<file path="config.mk">
export PLATFORM = sky130hd
export DESIGN_NAME = pipe_hazard_ctrl
export DESIGN_NICKNAME = d
export VERILOG_FILES = /design/src/rtl/pipe_ctrl_pkg.sv /design/src/rtl/pipe_fwd_match.sv /design/src/rtl/pipe_hazard_ctrl.sv
export SDC_FILE = /design/constraint.sdc
export NUM_CORES = 1
export LEC_CHECK = 0
export ABC_CLOCK_PERIOD_IN_PS = 4400
export CAP_MARGIN = 40
export CORE_MARGIN = 3
export CORE_UTILIZATION = 55
export CTS_CLUSTER_SIZE = 28
export DETAILED_ROUTE_END_ITERATION = 6
export GPL_ROUTABILITY_DRIVEN = 0
export PLACE_DENSITY = 0.91
export SYNTH_ARGS = -nofsm -noshare
export SYNTH_HDL_FRONTEND = slang
export SYNTH_SLANG_ARGS = --single-unit
</file>
<file path="constraint.sdc">
create_clock -name clk -period 4.4 [get_ports clk]
set_input_delay 0.88 -clock clk [delete_from_list [all_inputs] [get_ports clk]]
set_output_delay 0.88 -clock clk [all_outputs]
set_load 0.01 [all_outputs]
</file>
<file path="src/rtl/pipe_ctrl_pkg.sv">
// Shared types and helpers for the pipeline hazard controller.
// The scoreboard entry carries a fixed-width register field so one type serves every REG_AW up to RD_W.
package pipe_ctrl_pkg;

    localparam int RD_W   = 8;
    localparam int FWD_RF = 0;

    typedef struct packed {
        logic            v;
        logic [RD_W-1:0] rd;
        logic            wr;
        logic            ld;
    } sb_entry_t;

    // Stage S_k moves to S_k+1 by the time the consumer reaches EX.
    function automatic int unsigned fwd_code(input int unsigned k);
        return k + 1;
    endfunction

endpackage

</file>
<file path="src/rtl/pipe_fwd_match.sv">
// Priority matcher for one source operand against the comparable scoreboard stages.
// The youngest (lowest-numbered) matching stage wins.
module pipe_fwd_match
    import pipe_ctrl_pkg::*;
#(
    parameter int DEPTH  = 3,
    parameter int REG_AW = 5,
    parameter int FWD_W  = $clog2(DEPTH + 1)
) (
    input  logic                   valid,
    input  logic                   used,
    input  logic [REG_AW-1:0]      src,
    input  sb_entry_t [DEPTH-1:1]  sb,
    output logic                   hit,
    output logic [FWD_W-1:0]       k,
    output logic                   is_load
);

    // NOTE: every output gets a default before the loop so no latch is inferred.
    always_comb begin
        hit     = 1'b0;
        k       = '0;
        is_load = 1'b0;
        // Scan oldest to youngest so the youngest match is the last one written.
        for (int i = DEPTH - 1; i >= 1; i--) begin
            if (valid && used && (src != '0) && sb[i].v && sb[i].wr &&
                (sb[i].rd == RD_W'(src))) begin
                hit     = 1'b1;
                k       = FWD_W'(i);
                is_load = sb[i].ld;
            end
        end
    end

endmodule

</file>
<file path="src/rtl/pipe_hazard_ctrl.sv">
// Scoreboard-based hazard controller: load-use stall, registered forward selects,
// multi-cycle redirect flush, external freeze and a saturating stall counter.
module pipe_hazard_ctrl
    import pipe_ctrl_pkg::*;
#(
    parameter int REG_AW   = 5,
    parameter int DEPTH    = 3,
    parameter int LOAD_LAT = 1,
    parameter int BR_FLUSH = 1,
    parameter int FWD_W    = $clog2(DEPTH + 1)
) (
    input  logic              clk,
    input  logic              rst,
    input  logic              id_valid,
    input  logic [REG_AW-1:0] id_rs,
    input  logic [REG_AW-1:0] id_rt,
    input  logic              id_rs_used,
    input  logic              id_rt_used,
    input  logic [REG_AW-1:0] id_rd,
    input  logic              id_wr,
    input  logic              id_load,
    input  logic              redirect,
    input  logic              ext_stall,
    output logic              pc_wr,
    output logic              ifid_wr,
    output logic              bubble,
    output logic              flush,
    output logic [FWD_W-1:0]  fwd_a,
    output logic [FWD_W-1:0]  fwd_b,
    output logic [31:0]       stall_cnt
);

    localparam int FC_W = 2;

    // The WB stage is never compared (write-before-read register file), so only S1..S_DEPTH-1 are held.
    sb_entry_t [DEPTH-1:1] sb_q;
    sb_entry_t             s1_next;
    logic [FC_W-1:0]       flush_cnt_q;
    logic                  redir_pend_q;

    logic                  redir_go, flushing, id_live, load_use;
    logic                  hit_a, hit_b, ld_a, ld_b;
    logic [FWD_W-1:0]      k_a, k_b;

    assign redir_go = ~ext_stall & (redirect | redir_pend_q);
    assign flushing = (flush_cnt_q != '0);
    assign id_live  = id_valid & ~flushing & ~redir_go;

    pipe_fwd_match #(.DEPTH(DEPTH), .REG_AW(REG_AW), .FWD_W(FWD_W)) u_match_a (
        .valid   (id_live),
        .used    (id_rs_used),
        .src     (id_rs),
        .sb      (sb_q),
        .hit     (hit_a),
        .k       (k_a),
        .is_load (ld_a)
    );

    pipe_fwd_match #(.DEPTH(DEPTH), .REG_AW(REG_AW), .FWD_W(FWD_W)) u_match_b (
        .valid   (id_live),
        .used    (id_rt_used),
        .src     (id_rt),
        .sb      (sb_q),
        .hit     (hit_b),
        .k       (k_b),
        .is_load (ld_b)
    );

    assign load_use = ~ext_stall &
                      ((hit_a & ld_a & (int'(k_a) <= LOAD_LAT)) |
                       (hit_b & ld_b & (int'(k_b) <= LOAD_LAT)));

    always_comb begin
        pc_wr   = 1'b1;
        ifid_wr = 1'b1;
        bubble  = 1'b0;
        flush   = 1'b0;
        if (ext_stall) begin
            pc_wr   = 1'b0;
            ifid_wr = 1'b0;
            flush   = flushing;
        end else if (redir_go || flushing) begin
            flush  = 1'b1;
            bubble = 1'b1;
        end else if (load_use) begin
            pc_wr   = 1'b0;
            ifid_wr = 1'b0;
            bubble  = 1'b1;
        end
    end

    always_comb begin
        s1_next = '0;
        if (!bubble) begin
            s1_next.v  = id_valid;
            s1_next.rd = RD_W'(id_rd);
            s1_next.wr = id_wr;
            s1_next.ld = id_load;
        end
    end

    // NOTE: sequential state uses non-blocking assignments so every flop samples pre-edge values.
    // NOTE: the scoreboard is small flop storage and is reset so no stale entry can match after reset.
    always_ff @(posedge clk or posedge rst) begin
        if (rst) begin
            sb_q         <= '0;
            fwd_a        <= FWD_W'(FWD_RF);
            fwd_b        <= FWD_W'(FWD_RF);
            flush_cnt_q  <= '0;
            redir_pend_q <= 1'b0;
            stall_cnt    <= '0;
        end else begin
            if ((ext_stall || load_use) && (stall_cnt != '1))
                stall_cnt <= stall_cnt + 32'd1;

            if (ext_stall) begin
                redir_pend_q <= redir_pend_q | redirect;
            end else begin
                redir_pend_q <= 1'b0;
                for (int i = DEPTH - 1; i >= 2; i--)
                    sb_q[i] <= sb_q[i-1];
                sb_q[1] <= s1_next;

                fwd_a <= (!bubble && hit_a) ? FWD_W'(fwd_code(32'(k_a))) : FWD_W'(FWD_RF);
                fwd_b <= (!bubble && hit_b) ? FWD_W'(fwd_code(32'(k_b))) : FWD_W'(FWD_RF);

                if (redir_go)
                    flush_cnt_q <= FC_W'(BR_FLUSH - 1);
                else if (flushing)
                    flush_cnt_q <= flush_cnt_q - 1'b1;
            end
        end
    end

endmodule
</file>
# Yosys cells after proc, flatten, opt, wreduce, memory -nomap -nowiden
# Cells that the tools add are included.
[totals]
ff_bits = 61
mem_bits_rw = 0
out_inout_bits = 40
mem_bits_ro = 0
latch_bits = 0
mem_count = 0
[classes]
n_eq_ne = 5
shifts = 0
reduce_logical = 27
div = 0
mul = 0
magnitude_cmp = 2
addsub = 4
mux = 26
bitwise = 13
[ops]
columns = ["op", "count"]
rows = [
  ["$add 32x1->32 const B", 1],
  ["$eq 8x5->1", 4],
  ["$ne 32x32->1 const B", 1],
  ["$logic_and 1x1->1", 19],
  ["$mux 1", 17],
  ["$mux 2", 8],
  ["$mux 11", 1],
  ["$reduce_bool 5->1", 2],
  ["$and 1x1->1", 8],
  ["$add 2x1->2 const B", 2],
  ["$le 2x1->1 const B", 2],
  ["$reduce_bool 2->1", 2],
  ["$not 1->1", 3],
  ["$logic_or 1x1->1", 2],
  ["$or 1x1->1", 2],
  ["$reduce_and 2->1", 1],
  ["$sub 2x1->2 const B", 1],
  ["$logic_not 1->1", 1],
]

# Depth between registers and ports, before layout
# Gate-level depths: netlist of the first run.
[depth]
depth_word = 21
mapped_depth = 9

# Modules after synthesis
# Synthesis of the first run repeated with hierarchy kept, for this count alone.
[hier_totals]
cells_unflattened = 286
hier_area_um2 = 2970.3
[modules_own_cells]
columns = ["mod", "seq_area_each_um2", "instances", "cells_per_inst", "area_each_um2"]
rows = [
  ["pipe_hazard_ctrl", 1376.3, 1, 232, 2565.0],
  ["pipe_fwd_match", 0.0, 2, 27, 202.7],
]

# Least setup slack after synthesis of the first run
# Ideal clock, no wire load.
[synth_path]
path_type = "in2out"
startpoint = "input id_rs[0]"
endpoint = "output pc_wr"
path_stages = 6
slack_ns = 1.159
t_arrival_ns = 2.361
n_path_buf = 2
path_cell_list = "or4_1 -> o21ai_2 -> nor3_2 -> a221oi_4 -> buf_6 -> buf_4"
[synth_via]
elab_chain_len = 14
[synth_lines]
columns = ["element", "line_no", "rtl"]
rows = [
  ["from (decl)", "pipe_hazard_ctrl.sv:15", "input logic [REG_AW-1:0] id_rs,"],
  ["$reduce_bool 5->1", "pipe_fwd_match.sv:26", "if (valid && used && (src != '0) && sb[i].v && sb[i].wr &&"],
  ["$logic_and 1x1->1 (4 in series)", "pipe_fwd_match.sv:26", ""],
  ["$mux 2 / $mux 1 (equally long branches) (2 in series)", "pipe_fwd_match.sv:26", ""],
  ["$le 2x1->1 / $and 1x1->1 (equally long branches)", "pipe_hazard_ctrl.sv:70", "((hit_a & ld_a & (int'(k_a) <= LOAD_LAT)) |"],
  ["$and 1x1->1 (*)", "pipe_hazard_ctrl.sv:70", ""],
  ["$or 1x1->1 (*)", "pipe_hazard_ctrl.sv:70", ""],
  ["$and 1x1->1 (*)", "pipe_hazard_ctrl.sv:69", "assign load_use = ~ext_stall &"],
  ["$mux 1 (*) (3 in series)", "n/a", ""],
  ["to (decl)", "pipe_hazard_ctrl.sv:24", "output logic pc_wr,"],
]
# Mark *: on every way between the ends. The rest lies on a longest branch, timed or not.

# Worst setup path after layout of the first run
[layout_path]
startpoint = "input id_rs[0]"
endpoint = "output pc_wr"
[layout_via]
elab_chain_len = 14
[layout_lines]
columns = ["element", "line_no", "rtl"]
rows = [
  ["$reduce_bool 5->1", "pipe_fwd_match.sv:26", ""],
  ["$logic_and 1x1->1 (4 in series)", "pipe_fwd_match.sv:26", ""],
  ["$mux 2 / $mux 1 (equally long branches) (2 in series)", "pipe_fwd_match.sv:26", ""],
  ["$le 2x1->1 / $and 1x1->1 (equally long branches)", "pipe_hazard_ctrl.sv:70", ""],
  ["$and 1x1->1 (*)", "pipe_hazard_ctrl.sv:70", ""],
  ["$or 1x1->1 (*)", "pipe_hazard_ctrl.sv:70", ""],
  ["$and 1x1->1 (*)", "pipe_hazard_ctrl.sv:69", ""],
  ["$mux 1 (*)", "pipe_hazard_ctrl.sv:85", "end else if (load_use) begin"],
  ["$mux 1 (*)", "pipe_hazard_ctrl.sv:82", "end else if (redir_go || flushing) begin"],
  ["$mux 1 (*)", "pipe_hazard_ctrl.sv:78", "if (ext_stall) begin"],
]
# Marks and branches as above.

==> results by group, run 1 <==
Floorplan
  • Starting Density: 0.581
  • Core Rows: 26
  • Core footprint: between 0.005 and 0.006 sq mm
  • Ports: 64
  • Chip Height: about 80 microns
  • Die X: 80.4 microns
  • Die area: 0.00646 sq mm

Setup path
  • Worst path arrival time: 3.25 ns
  • Worst path cell trace: clkdlybuf4s50_1 -> or4_1 -> o21ai_2 -> nor3_2 -> a221oi_4 -> clkdlybuf4s50_1
  • Most Frequent Cell on Critical Path: clkdlybuf4s50_1
  • WS Path Type: in -> out
  • Reg-to-reg startpoint: stall_cnt[16]
  • Register-to-register setup slack: between 1.5 and 2 ns
  • Worst Reg-to-Reg Cells: 7
  • Critical Path Start: id_rs[0]
  • Crit path max fanout: 5
  • Reg2reg end: stall_cnt[1]
  • CP Capture Type: primary output
  • Worst EP required: 3.52 ns
  • Slowest-stage cell, CP: clkdlybuf4s50_1
  • Critical path's largest stage delay: 0.61 ns
  • Setup crit start kind: input port

Timing
  • Setup TNS: 0 ns
  • Final period utilization: 0.939
  • Clock Skews: ~0.0070 ns
  • Fin. max-slew vios: 0
  • Slew margin rel.: 0.598
  • Final Critical Period: 4.13 ns
  • Final setup violation count: 0
  • F_max: 242 MHz
  • Fin. Hold Viols: 0
  • Worst-margin pin slew: around 0.6 ns
  • Unrepaired setup endpoints after global routing: false

Yosys
  • Synthesized Nets: 303
  • Register area share after synthesis: 0.444
  • Post-Syn Area: 0.00304 sq mm
  • Yosys warns: 0
  • Syn avg cell area: 11.0 sq um
  • Asr flop ratio synth: 1.00
  • Library cells used by synthesis: 48
  • Cells after synthesis: 277
  • Number of flops mapped to enable cells by yosys: 0
  • Top FF cell, synth: dfrtp_1
  • Yosys reg bits: 54

Finish
  • Post-layout util: 0.732
  • Share of layout cells above drive strength 1: 0.176
  • Commonest non-fill, non-tap cells in the layout: clkdlybuf4s50_1 (63), dfrtp_1 (54), xor2_1 (36)
  • Fillcell total: just under 400
  • Layout area overhead: 26.0%
  • Area of the multi-input gates: 0.00160 sq mm
  • Commonest non-fill, non-tap cell in the layout: clkdlybuf4s50_1
  • Nets: between 300 and 400
  • Antenna cells: 0
  • FF+latch area: 0.00135 sq mm

Drt
  • Routed len/inst: 16.3 microns
  • Initial drt markers: 71
  • Vias post-DR: ~2300
  • Antenna Nets Post-Route: 0
  • Final wirelength: approximately 6.7 mm
  • First-pass DRT Iterations: 4
  • Number of remaining DRC errors: 0
  • Via-to-Cell Ratio: 5.62

Flow run
  • # Max-Cap Violations: 0

Place
  • DP Wirelength: 4.93 mm
  • Input/output buffers: 63

Global route
  • GRT Resource Usage Total: 0.229
  • Grt peak-use layer: met2
  • Largest net degree at the start of global routing: 38
  • Number of global-route vias before repair: approximately 2500
  • Met3 GRT Util: 0.0504
  • GRT met2 Usage: 0.391
  • Global-route wire length before repair: 11.5 mm
  • Total grt overflow: 0
  • Initial antenna violation count: 0
  • M1 GR Usage: 0.278

Outcome
  • Outcome: complete, no violations

Pwr
  • P_sw: 0.437 mW
  • Static leakage: ~1.5 nW
  • VDD IR max: approximately 260 uV
  • Combinational power share: 0.303
  • Net Sw Frac: 0.324
  • Pwr dens: between 300 and 400 mW/mm^2
  • Register share of total power: 0.500
  • Clk network pwr share: 0.196
  • Internal Power: 0.910 mW

Clocking
  • Hold-fix buffers, CTS: 0
  • Clock sink count: 54
  • Worst-path clk slew: around 0.09 ns
  • CTS H-tree lvls: 2
  • CTS root buf: clkbuf_8
  • Clk buf depth: 2
  • CTS tree: done
  • Post-CTS Setup Bufs: 0
  • Worst-Skew Late Latency: 0.31 ns
  • CTS buffer count: 5
  • Post_cts resized: 0

Hold path
  • WHS Path Cells: 1
  • Min-Delay Endpoint: stall_cnt[9]
  • Hold Crit Class: reg -> reg
  • HP Start: stall_cnt[9]
per-stage QoR:
stage / instances / worst slack [ns] / hold WS (ns) / power (mW) / instance area [sq um]
2_1_floorplan: 277 / 1.16 / 0.459 / 0.896 / 3040
3_3_place_gp: 401 / 0.329 / 0.467 / 1.07 / 3710
3_5_place_dp: 403 / 0.264 / 0.469 / 1.09 / 3760
4_1_cts: 410 / 0.250 / 0.491 / 1.36 / 3830
5_1_grt: 410 / 0.184 / 0.511 / 1.43 / 3830
6_report: 410 / 0.267 / 0.486 / 1.35 / 3830
sequential cells by signal (all words and copies together), names as in the netlist:
name          count
fwd_a             2
flush_cnt_q       2
stall_cnt        32
redir_pend_q      1
fwd_b             2
sb_q             15
worst max-delay path, delay by kind of cell:
family | cells | cell delay (ns)
AOI/OAI and AO/OA | 2 | 0.60
buffers and inverters | 2 | 1.10
and+or+nand+nor | 2 | 0.67
power by group through the flow:
stage          Sequential, mW  Combinational [mW]  Clock, mW
6_report                0.674               0.408      0.264
5_1_grt                 0.689               0.450      0.295
4_1_cts                 0.673               0.413      0.273
3_5_place_dp            0.681               0.411          0
3_3_place_gp            0.679               0.395          0
2_1_floorplan           0.687               0.209          0
how the worst max path moves through the flow:
stage | end | slack (ns) | cells past startpoint
5_1_grt | pc_wr | 0.18 | 6
3_3_place_gp | pc_wr | 0.33 | 6
3_5_place_dp | pc_wr | 0.26 | 6
4_1_cts | pc_wr | 0.25 | 6
6_report | pc_wr | 0.27 | 6
2_1_floorplan | pc_wr | 1.16 | 6
synthesized netlist by cell type (2+ instances only):
cell type	number	area, sq um
and3_1	2	12.5
and4_1	4	35.0
buf_4	4	30.0
buf_6	3	33.8
clkbuf_1	5	18.8
dfrtp_1	54	1350
ha_1	2	25.0
inv_1	4	15.0
mux2_1	2	22.5
mux2_2	7	78.8
nand2_1	31	116
nand2b_1	10	62.6
nand3_1	6	30.0
nand4_1	10	62.6
nand4b_1	2	17.5
nor2_1	8	30.0
nor2b_1	2	12.5
nor3_1	3	15.0
nor3_2	16	160
nor4_2	11	138
nor4b_2	3	45.0
o21ai_0	3	15.0
o21ai_1	10	50.1
o31ai_1	3	22.5
o41ai_1	2	17.5
or4_1	2	15.0
xnor2_1	12	105
xor2_1	36	315
routing by layer:
metal | part of all wire | routed length, microns | vias to the layer above
li1 | - | - | 1098
met1 | 0.42 | 2820 | 1120
met2 | 0.49 | 3260 | 73
met3 | 0.066 | 441 | 14
met4 | 0.022 | 144 | 0
met5 | 0 | 0 | -
area by class of cell:
| type | instances | area share |
|---|---|---|
| Timing Repair Buffer | 69 | 0.185 |
| Tap cell | 70 | 0.0228 |
| Clock buffer | 7 | 0.0199 |
| Multi-Input combinational cell | 206 | 0.416 |
| Sequential cell | 54 | 0.352 |
| Inverter | 4 | 0.00392 |
logic make-up (layout without fill, tap and decap cells):
| family | after synthesis | after routing | share of synthesized area |
|---|---|---|---|
| AO/OA/AOI/OAI | 27 | 27 | 0.0637 |
| XOR/XNOR | 48 | 48 | 0.138 |
| adder cells (fa/ha/maj) | 2 | 2 | 0.00822 |
| buffers and inverters | 17 | 80 | 0.0337 |
| flip-flops | 54 | 54 | 0.444 |
| multiplexers | 11 | 11 | 0.0415 |
| AND/OR/NAND/NOR | 118 | 118 | 0.271 |
(Power assumes the default switching activity.)
==> run 2, diff against run 1 <==
- CORE_UTILIZATION: 55 -> 57
- CTS_BUF_LIST: unset -> sky130_fd_sc_hd__clkbuf_4 sky130_fd_sc_hd__clkbuf_8
- PLACE_DENSITY: 0.91 -> 0.94
==> run 2 against run 1 <==
  * Count of clock-buffer cells in the layout down 1
  * First-iteration DRC count up 130%
  * Total power is 2.2% higher
  * Routed wire length is 3.6% higher
  * Largest cell class unchanged
  * Clock power up 9.1%
  * Non-clock buffer count did not move
  * Combinational power about the same
  * Sequential share of layout area is essentially flat
==> results by group, run 2 (synthesis results as in run 1) <==
Outcome
  • Outcome: complete, no violations

Timing
  • Unrepaired setup endpoints after global routing: false
  • Setup TNS: 0 ns
  • Worst-margin pin slew: between 0.7 and 0.8 ns
  • F_max: approximately 240 MHz
  • Fin. max-slew vios: 0
  • Clock Skews: roughly 0.0069 ns
  • Final period utilization: 0.936
  • Final setup violation count: 0
  • Final Critical Period: just over 4 ns
  • Slew margin rel.: 0.472
  • Fin. Hold Viols: 0

Clocking
  • Post-CTS Setup Bufs: 0
  • CTS tree: done
  • Clock sink count: 54
  • CTS root buf: clkbuf_8
  • Post_cts resized: 0
  • Worst-Skew Late Latency: 0.31 ns
  • CTS buffer count: 5
  • Clk buf depth: 2
  • Worst-path clk slew: 0.09 ns
  • CTS H-tree lvls: 2
  • Hold-fix buffers, CTS: 0

Place
  • Input/output buffers: 63
  • Placed Area: between 0.003 and 0.004 sq mm
  • DP Wirelength: 5.05 mm

Pwr
  • Pwr dens: 359 mW/mm^2
  • VDD IR max: 307 uV
  • Static leakage: between 1.5 and 2 nW

Setup path
  • Worst EP required: between 3 and 4 ns
  • Setup crit start kind: input port
  • Reg2reg end: stall_cnt[1]
  • CP Capture Type: primary output
  • Top cell family by delay on the critical path: buffers and inverters
  • Most Frequent Cell on Critical Path: clkdlybuf4s50_1
  • Worst path arrival time: approximately 3.2 ns
  • Worst path bufs/invs: 2
  • Register-to-register setup slack: 1.70 ns
  • Slowest-stage cell, CP: clkdlybuf4s50_1
  • WS Path Type: in -> out
  • Critical Path Start: id_rs[3]
  • Crit path capture: pc_wr
  • Crit path max fanout: 5
  • Worst path cell trace: clkdlybuf4s50_1 -> or4_1 -> o21ai_2 -> nor3_2 -> a221oi_4 -> clkdlybuf4s50_1
  • Worst Reg-to-Reg Cells: 7
  • Critical path depth in cells: 6
  • Critical path's largest stage delay: 0.62 ns
  • Reg-to-reg startpoint: stall_cnt[16]

Drt
  • First-pass DRT Iterations: 4
  • Number of remaining DRC errors: 0
  • Via-to-Cell Ratio: 5.71
  • Antenna Nets Post-Route: 0
  • Initial drt markers: 166
  • Vias post-DR: 2329
  • Final wirelength: 6.91 mm
  • Routed len/inst: 16.9 microns

Floorplan
  • Die X: 79.1 microns
  • Core footprint: 0.00494 sq mm
  • Starting Density: 0.616
  • Core Rows: 25
  • Chip Height: 79.1 microns
  • Die area: 0.00625 sq mm
  • Ports: 64

Flow run
  • # Max-Cap Violations: 0

Finish
  • Register with the most flip-flops: stall_cnt
  • Commonest non-fill, non-tap cell in the layout: clkdlybuf4s50_1
  • Number of flip-flops under the largest register name: 32
  • Top flop regs: stall_cnt (32), sb_q (15)
  • Nets: around 370
  • FF+latch area: ~0.0014 sq mm
  • Design Area, Final: 0.00384 sq mm
  • Fillcell total: 321
  • Antenna cells: 0
  • Share of layout cells above drive strength 1: 0.185
  • Area of the multi-input gates: between 0.0015 and 0.002 sq mm
  • Commonest non-fill, non-tap cells in the layout: clkdlybuf4s50_1 (63), dfrtp_1 (54), xor2_1 (36)
  • Layout area overhead: 26.1%

Global route
  • GRT Resource Usage Total: 0.240
  • Total grt overflow: 0
  • Largest net degree at the start of global routing: 41
  • Number of global-route vias before repair: 2392
  • Global-route wire length before repair: 11.8 mm
  • Initial antenna violation count: 0

Hold path
  • Hold Crit Class: reg -> reg
  • WHS Path Cells: 1
==> run 2: layout make-up <==
type | instances | area share
Sequential cell | 54 | 0.352
Inverter | 4 | 0.00391
Multi-Input combinational cell | 206 | 0.415
Clock buffer | 6 | 0.0215
Timing Repair Buffer | 69 | 0.183
Tap cell | 67 | 0.0218
Clock inverter | 2 | 0.00326
==> run 2: worst register-to-register path, stage by stage, from the launching register on <==
cell and delay [ns]:
dfrtp_1 0.47, and4_1 0.29, and4_1 0.34, nand4_2 0.20
nor2_2 0.66, buf_12 0.26, nor2_2 0.08, mux2_4 0.29
==> run 2: stage by stage <==
step	utilization	worst slack (ns)	instances	hold WS [ns]	total power, mW
6_report	0.776	0.284	408	0.489	1.38
5_1_grt	0.776	0.189	408	0.518	1.45
4_1_cts	0.776	0.270	408	0.490	1.39
3_5_place_dp	0.757	0.282	400	0.467	1.10
3_3_place_gp	0.753	0.308	399	0.467	1.07
2_1_floorplan	-	1.16	277	0.459	0.896
==> run 2: worst min-delay path by stage <==
stage / start / end / slack, ns
floorplan: sb_q[0] / sb_q[0] / 0.46
global placement: fwd_b[1] / fwd_b[1] / 0.47
detailed placement: fwd_a[0] / fwd_a[0] / 0.47
CTS: fwd_a[0] / fwd_a[0] / 0.49
global route: fwd_a[0] / fwd_a[0] / 0.52
finish: stall_cnt[25] / stall_cnt[25] / 0.49
==> run 2: power breakdown <==
group / total, mW / internal, mW / switching (mW)
logic: 0.410 / 0.221 / 0.189
registers: 0.679 / 0.578 / 0.101
clock network: 0.288 / 0.127 / 0.161
==> run 2: metal layers <==
layer | part of all wire | track usage | vias to the layer above | routed length, microns
met3 | 0.055 | 0.0556 | 14 | 377
li1 | - | - | 1111 | -
met1 | 0.45 | 0.330 | 1131 | 3110
met5 | 0 | 0 | - | 0
met2 | 0.48 | 0.381 | 73 | 3290
met4 | 0.019 | 0.0653 | 0 | 128
==> run 3, diff against run 2 <==
- CORE_UTILIZATION: 57 -> 65
- DONT_BUFFER_PORTS: unset -> 1
- PLACE_DENSITY: 0.94 -> 0.87
==> run 3 against run 2 <==
  * Total power shrank 8.7%
  * Clock power is 8.3% higher
  * Combinational power is 42% lower
  * Non-clock buffer count is 66 lower
  * Clock skew decreased by 0.0028 ns
  * First-iteration DRC count down 39%
  * Critical path type unchanged
  * Critical endpoint is now bubble
==> results by group, run 3 (synthesis results as in run 1) <==
Finish
  • Share of layout cells above drive strength 1: 0.218
  • Post-layout util: 0.718
  • Top flop regs: stall_cnt (32), sb_q (15)
  • Design Area, Final: 0.00319 sq mm
  • Register with the most flip-flops: stall_cnt
  • Commonest non-fill, non-tap cell in the layout: dfrtp_1
  • Post-Layout Cell Count: 327
  • Antenna cells: 0
  • Nets: 300
  • Number of flip-flops under the largest register name: 32
  • Layout area overhead: 4.93%
  • Commonest non-fill, non-tap cells in the layout: dfrtp_1 (54), xor2_1 (36), nand2_1 (31)

Place
  • DP Wirelength: 4.26 mm
  • Inst Count DP: 319
  • Placed Area: 0.00308 sq mm
  • Input/output buffers: 0
  • Place WS: 1.10 ns

Floorplan
  • Ports: 64
  • Core footprint: 0.00444 sq mm
  • Chip Height: 74.4 microns
  • Die area: around 0.0055 sq mm
  • Die X: 74.4 microns
  • Starting Density: 0.685
  • Core Rows: 24

Timing
  • F_max: 330 MHz
  • Worst-margin pin slew: ~0.66 ns
  • Hold WS: 0.500 ns
  • Final setup violation count: 0
  • Fin. Hold Viols: 0
  • Slew margin rel.: 0.556
  • Clock Skews: 0.00414 ns
  • Final Critical Period: 3.03 ns
  • Final setup margin: between 1 and 1.5 ns
  • Fin. max-slew vios: 0
  • Setup TNS: 0 ns
  • Unrepaired setup endpoints after global routing: false
  • Final period utilization: 0.690

Clocking
  • Worst-path clk slew: approximately 0.090 ns
  • Clk buf depth: 2
  • CTS root buf: clkbuf_8
  • CTS tree: done
  • Post_cts resized: 0
  • Hold-fix buffers, CTS: 0
  • Worst-Skew Late Latency: 0.30 ns
  • CTS H-tree lvls: 2
  • Post-CTS Setup Bufs: 0
  • CTS buffer count: 5
  • Clock sink count: 54

Setup path
  • Worst path arrival time: 2.15 ns
  • Register-to-register setup slack: 1.83 ns
  • WS Path Type: in -> out
  • Setup crit start kind: input port
  • Crit path max fanout: 6
  • CP Capture Type: primary output
  • Worst EP required: around 3.5 ns

Global route
  • Largest net degree at the start of global routing: 39
  • Grt peak-use layer: met2
  • M1 GR Usage: 0.311
  • Number of global-route vias before repair: just under 2000
  • Met3 GRT Util: 0.0662
  • GRT Resource Usage Total: 0.215
  • GRT met2 Usage: 0.313
  • Initial antenna violation count: 0
  • Total grt overflow: 0
  • Global-route wire length before repair: ~9.3 mm

Drt
  • Via-to-Cell Ratio: ~6.3
  • Antenna Nets Post-Route: 0
  • Final wirelength: 5.81 mm
  • Number of remaining DRC errors: 0
  • Initial drt markers: 101
  • Routed len/inst: between 15 and 20 microns
  • First-pass DRT Iterations: 4
  • Vias post-DR: between 2000 and 2500

Pwr
  • Net Sw Frac: 0.325
  • VDD IR max: 301 uV
  • P_sw: 0.409 mW
  • Register share of total power: 0.563
  • Pwr dens: a little under 400 mW/mm^2
  • Internal Power: 0.848 mW
  • Clk network pwr share: 0.248
  • Total power draw: 1.26 mW
  • Combinational power share: 0.189
  • Static leakage: 1.29 nW

Outcome
  • Outcome: complete, no violations

Hold path
  • Hold Crit Class: in -> async

Flow run
  • # Max-Cap Violations: 0
==> run 3: cell types whose count changed in the layout (fill, tap and decap cells not counted), sizes merged <==
cell,change
clkinv,-1
clkdlybuf4s50,-63
clkbuf,+2
clkinvlp,-1
buf,-3
==> run 3: final cells by class <==
cell class	instances	area, sq um
Clock buffer	8	110
Sequential cell	54	1350
Inverter	4	15.0
Multi-Input combinational cell	206	1600
Fill cell	331	1250
Timing Repair Buffer	3	55.1
Tap cell	52	65.1
==> run 3: layer usage <==
layer | vias to the layer above | part of all wire | wire (microns)
met2 | 63 | 0.46 | 2700
met3 | 8 | 0.057 | 329
met4 | 0 | 0.012 | 72
met1 | 1009 | 0.47 | 2700
li1 | 971 | - | -
met5 | - | 0 | 0
==> run 3: final timing paths <==
check / from / endpoint / depth (start not counted)
min in group clk: sb_q[21] / sb_q[21] / 1
max: redirect / bubble / 5
max in group asynchronous: rst / stall_cnt[9] / 2
min reg2reg: sb_q[21] / sb_q[21] / 1
min: rst / sb_q[15] / 1
max reg2reg: stall_cnt[0] / stall_cnt[1] / 8
==> run 3: power groups by stage <==
| stage | sequential, mW | clock, mW | combinational (mW) |
|---|---|---|---|
| 5_1_grt | 0.723 | 0.338 | 0.266 |
| 4_1_cts | 0.708 | 0.318 | 0.241 |
| 2_1_floorplan | 0.687 | 0 | 0.209 |
| 3_3_place_gp | 0.711 | 0 | 0.224 |
| 6_report | 0.708 | 0.312 | 0.237 |
| 3_5_place_dp | 0.717 | 0 | 0.238 |
==> run 3: critical path: stages <==
cell,delay (ns)
nor2_1,0.31
o211ai_2,0.18
nor3_2,0.30
a22oi_1,0.17
a31oi_1,0.32
